`src/rtl/dffram_host_if.sv`:
```
// rtl/dffram_host_if.sv - Ibex-style data-bus front end and zeroize sequencer for the single-port DFFRAM macro.
// Optional: DFFRAM_HOST_INIT_ON_RESET_EN starts a full zeroize on reset release.
module dffram_host_if #(
   parameter int          AW        = 12,
   parameter logic [31:0] BASE_ADDR = 32'h1000_0000
) (
   input  logic          clk_i,
   input  logic          rst_i,
   input  logic          req_i,
   output logic          gnt_o,
   input  logic          we_i,
   input  logic [3:0]    be_i,
   input  logic [31:0]   addr_i,
   input  logic [31:0]   wdata_i,
   output logic          rvalid_o,
   output logic [31:0]   rdata_o,
   output logic          err_o,
   input  logic          init_i,
   output logic          init_busy_o,
   output logic          init_done_o,
   output logic          ram_en_o,
   output logic [3:0]    ram_we_o,
   output logic [31:0]   ram_di_o,
   output logic [AW-1:0] ram_a_o,
   input  logic [31:0]   ram_do_i
);

   typedef enum logic {IDLE, INIT} state_t;

`ifdef DFFRAM_HOST_INIT_ON_RESET_EN
   localparam state_t RST_STATE = INIT;
`else
   localparam state_t RST_STATE = IDLE;
`endif

   state_t        state_q, state_d;
   logic [AW-1:0] cnt_q, cnt_d;
   logic          rvalid_q, rvalid_d;
   logic          err_q, err_d;
   logic          rd_q, rd_d;
   logic          done_q, done_d;

   logic          in_range;
   logic          gnt;
   logic          en;
   logic [3:0]    we;
   logic [31:0]   di;
   logic [AW-1:0] a;
   logic          unused_addr_lsb;

   assign in_range        = (addr_i[31:AW+2] == BASE_ADDR[31:AW+2]);
   assign unused_addr_lsb = ^addr_i[1:0];

   always_comb begin
      state_d  = state_q;
      cnt_d    = cnt_q;
      rvalid_d = 1'b0;
      err_d    = 1'b0;
      rd_d     = 1'b0;
      done_d   = 1'b0;
      gnt      = 1'b0;
      en       = 1'b0;
      we       = 4'h0;
      di       = 32'h0;
      a        = '0;
      case (state_q)
         IDLE: begin
            // A zeroize request wins over a same-cycle bus request.
            if (init_i) begin
               state_d = INIT;
            end else if (req_i) begin
               gnt      = 1'b1;
               rvalid_d = 1'b1;
               if (in_range) begin
                  en   = 1'b1;
                  a    = addr_i[AW+1:2];
                  we   = we_i ? be_i : 4'h0;
                  di   = wdata_i;
                  rd_d = ~we_i;
               end else begin
                  err_d = 1'b1;
               end
            end
         end
         INIT: begin
            en    = 1'b1;
            we    = 4'hF;
            a     = cnt_q;
            cnt_d = cnt_q + 1'b1;
            if (cnt_q == {AW{1'b1}}) begin
               state_d = IDLE;
               done_d  = 1'b1;
            end
         end
         default: state_d = IDLE;
      endcase
   end

   always_ff @(posedge clk_i or posedge rst_i) begin
      if (rst_i) begin
         state_q  <= RST_STATE;
         cnt_q    <= '0;
         rvalid_q <= 1'b0;
         err_q    <= 1'b0;
         rd_q     <= 1'b0;
         done_q   <= 1'b0;
      end else begin
         state_q  <= state_d;
         cnt_q    <= cnt_d;
         rvalid_q <= rvalid_d;
         err_q    <= err_d;
         rd_q     <= rd_d;
         done_q   <= done_d;
      end
   end

   // Combinational strobes are forced quiet while reset is held so the macro never sees a stray write.
   assign gnt_o       = gnt & ~rst_i;
   assign ram_en_o    = en & ~rst_i;
   assign ram_we_o    = rst_i ? 4'h0 : we;
   assign ram_di_o    = rst_i ? 32'h0 : di;
   assign ram_a_o     = rst_i ? '0 : a;
   assign init_busy_o = (state_q == INIT) & ~rst_i;
   assign init_done_o = done_q;
   assign rvalid_o    = rvalid_q;
   assign err_o       = err_q;
   assign rdata_o     = (rvalid_q && rd_q) ? ram_do_i : 32'h0;

endmodule

```
`config.mk`:
```
export PLATFORM = sky130hd
export DESIGN_NAME = dffram_host_if
export DESIGN_NICKNAME = d
export VERILOG_FILES = /design/src/rtl/dffram_host_if.sv
export SDC_FILE = /design/constraint.sdc
export NUM_CORES = 1
export LEC_CHECK = 0
export ABC_AREA = 1
export CAP_MARGIN = 10
export CORE_ASPECT_RATIO = 0.5
export CORE_MARGIN = 3
export CORE_UTILIZATION = 28
export DETAILED_ROUTE_END_ITERATION = 6
export PLACE_DENSITY = 0.82
export SYNTH_ARGS = -nofsm -noshare
export SYNTH_HDL_FRONTEND = slang
export SYNTH_SLANG_ARGS = --single-unit
```
`constraint.sdc`:
```
create_clock -name clk_i -period 1.65 [get_ports clk_i]
set_input_delay 0.33 -clock clk_i [delete_from_list [all_inputs] [get_ports clk_i]]
set_output_delay 0.33 -clock clk_i [all_outputs]
set_load 0.02 [all_outputs]
```
==> results.md <==
* Startpoint types: input pin
* Final net count at 622
* Routed len/inst at about 16 um
* Port Buffer Count at 188
* Largest delay share family, worst path: simple AND/OR/NAND/NOR gates
* CTS tree: built
* CP Data Required Time at 1.32 ns
* Post-synth EDFFs at 0
* Die Footprint at 0.00711 mm2
* Hpwl dp at ~6 mm
* Detailed Routing Iterations Pass 1 at 4
* Worst path slowest cell: nor2_2
* Critical-path cell list: buf_6 -> inv_2 -> nand4_1 -> nor2_2 -> nand2_2 -> nor2_4 -> nand2_4 -> buf_12 -> buf_16 -> nor2_4 -> buf_6
* Sequential-to-total area share from yosys stat at 0.250
* Fin worst setup slack at -0.333 ns
* Clock Sinks at 17
* Failing checks: negative setup slack
* Via count at 2635
* Mean post-synth cell area at 5.89 um2
* Synth unique cells at 21
* Clock skew at 0.00342 ns
* Crit end category: primary output
* RSZ-0062 raised after global routing: true
* Fmax at 0.504 GHz
* Initial antenna violation count at 0
* Vias in the first global route at 2427
* Synth top area share at 0.250
* Layout cell share with drive strength beyond 1 at 0.441
* Final hold vios at 0
* Die X at 116 um
* Synthesized instance count at 289
* Count leader, synth: inv_1
* Leakage at 2.30 nW
* CP Depth at 11
* Synth area leader: dfrtp_1
* Antenna Cells at 0
* Worst-Margin Slew at 0.325 ns
* Std cell rows at 19
* Critical path arrival at 1.65 ns
* Worst Setup SP: addr_i[27]
* Grt ovf at 0
* Register bit count reported by yosys at 17
* CTS Buf Count at 3
* Antenna-violating nets left at 0
* Mapped Nets at between 300 and 400
* # IOs at 191
* Slew Limit Headroom at 0.783
* Aggregate global-route resource usage at 0.229
* Design area at around 0.0044 mm2
* Max-cap violations at 0
* Min Tclk post-route at approximately 2 ns
* Main flop type after synthesis: dfrtp_1
* Final Max Tran Viols at 0
* CP Max Fanout at 8
* Die height at 61.1 um
* Iter 0 DRT Violations at 109
* Reg2reg path depth at 8
* DR vias/cell at approximately 4.5
* Post-synth ARST share at 1.00
* Final setup vio count at 50
* Yosys warnings at 0
* Syn-to-layout area delta at 157%
* Dpl cells at 562
* Cells taking the most area after synthesis: dfrtp_1, inv_1, nor2_2
* Setup tns final at -11.86 ns
* Clk buf depth at 2
* DRC Markers at 0
* First-pass GRT wire length at ~13 mm
* Pin count of the biggest net entering global routing at 33
* Outcome: finished, violations left
* Starting Density at 0.300
* Syn Std Cell Area at 0.00170 mm2
* Non-filler cells, final at roughly 590
* Pwr Density at 450 mW/mm2
* Clock transition at path regs at 0.05 ns
* Root buf cell: clkbuf_16
* Tcrit/Tclk final at 1.20
* Final WL at 9.43 mm
* Top cells by count, synth: inv_1, nor2_1, nand2_1
* Core box area at 0.00568 mm2
* Clk_lat worst skew at 0.25 ns
* WHS at ~0.44 ns
* Crit path buf inv count at 5
* Worst r2r src: state_q
* Area after DPL at 0.00380 mm2
* WS Path Type: in -> out
* Peak VDD IR at roughly 0.85 mV
* H-Tree Depth at 1
* Gpl congestion at roughly 0.86
* HP Class: in -> async
* Worst path max stage delay at 0.18 ns
-- stage by stage --
step,total power [mW],setup slack (ns),utilization
2_1_floorplan,0.910,0.0801,-
3_3_place_gp,1.33,-0.906,0.669
3_5_place_dp,1.34,-0.939,0.669
4_1_cts,1.88,-0.242,0.760
5_1_grt,2.08,-0.429,0.771
6_report,1.97,-0.333,0.771
-- sequential cells by signal, summed over array words and instances (netlist names) --
signal,count
cnt_q,12
err_o,1
init_done_o,1
rd_q,1
rvalid_o,1
state_q,1
-- cell type report --
| cell class | count | area [um2] |
|---|---|---|
| multi-input combinational | 179 | 1220 |
| clock buffer | 3 | 75.1 |
| inverter | 82 | 323 |
| tap | 73 | 91.3 |
| sequential | 17 | 427 |
| fill | 387 | 1300 |
| clock inverter | 1 | 5.00 |
| timing repair buffer | 233 | 2240 |
-- logic make-up after synthesis --
family | after synthesis | share of synthesized area
AOI/OAI and AO/OA | 13 | 0.0382
and+or+nand+nor | 155 | 0.430
buffers and inverters | 93 | 0.223
DFF | 17 | 0.250
xor gates and xnor gates | 10 | 0.0514
adders and majority gates | 1 | 0.00735
-- worst min-delay path, stage by stage --
cell	delay, ns
dlygate4sd2_1	0.31
buf_4	0.19
inv_1	0.25
-- cells in the final DEF, fill, tap and decap left out, types with 3 or more instances in the layout --
master / instances
inv_2: 4
nand3_1: 13
nor2_2: 7
xnor2_1: 5
inv_1: 75
xor2_1: 5
clkdlybuf4s15_1: 7
dfrtp_1: 16
a21oi_2: 7
clkdlybuf4s50_1: 83
nand2_1: 28
nor3_1: 3
clkbuf_16: 4
nand2_4: 5
nand2_2: 12
nand4_1: 5
clkbuf_2: 32
buf_2: 4
nor2_4: 35
buf_6: 64
nor2_1: 43
buf_12: 4
buf_4: 33
-- per-layer routing --
layer,up-vias,share of wire,track usage,wire (um)
met2,105,0.55,0.463,5150
li1,1279,-,-,-
met4,0,0.026,0.0562,245
met1,1229,0.36,0.248,3410
met5,-,0,0,0
met3,22,0.066,0.0491,625
-- final timing paths --
kind,slack (ns),to
worst max-delay path,-0.33,ram_di_o[19]
worst min register to register,0.55,cnt_q[11]
worst max register to register,0.05,cnt_q[5]
max in group asynchronous,0.79,cnt_q[9]
min in group clk_i,0.45,state_q
worst min-delay path,0.44,rvalid_o
-- power breakdown --
part | switching (mW) | total [mW] | internal [mW]
clock network | 0.166 | 0.491 | 0.325
logic | 0.393 | 0.857 | 0.464
registers | 0.124 | 0.624 | 0.500
-- what timing repair did --
item / CTS / global route
hold buffers: 0 / 0
pin swaps: 21 / 23
hold endpoints to repair: 0 / 0
setup buffers: 13 / 10
setup endpoints to repair: 83 / 83
resized for setup: 466 / 109
cloned: 3 / 1
Note: power is estimated with default switching activity, not from simulation.
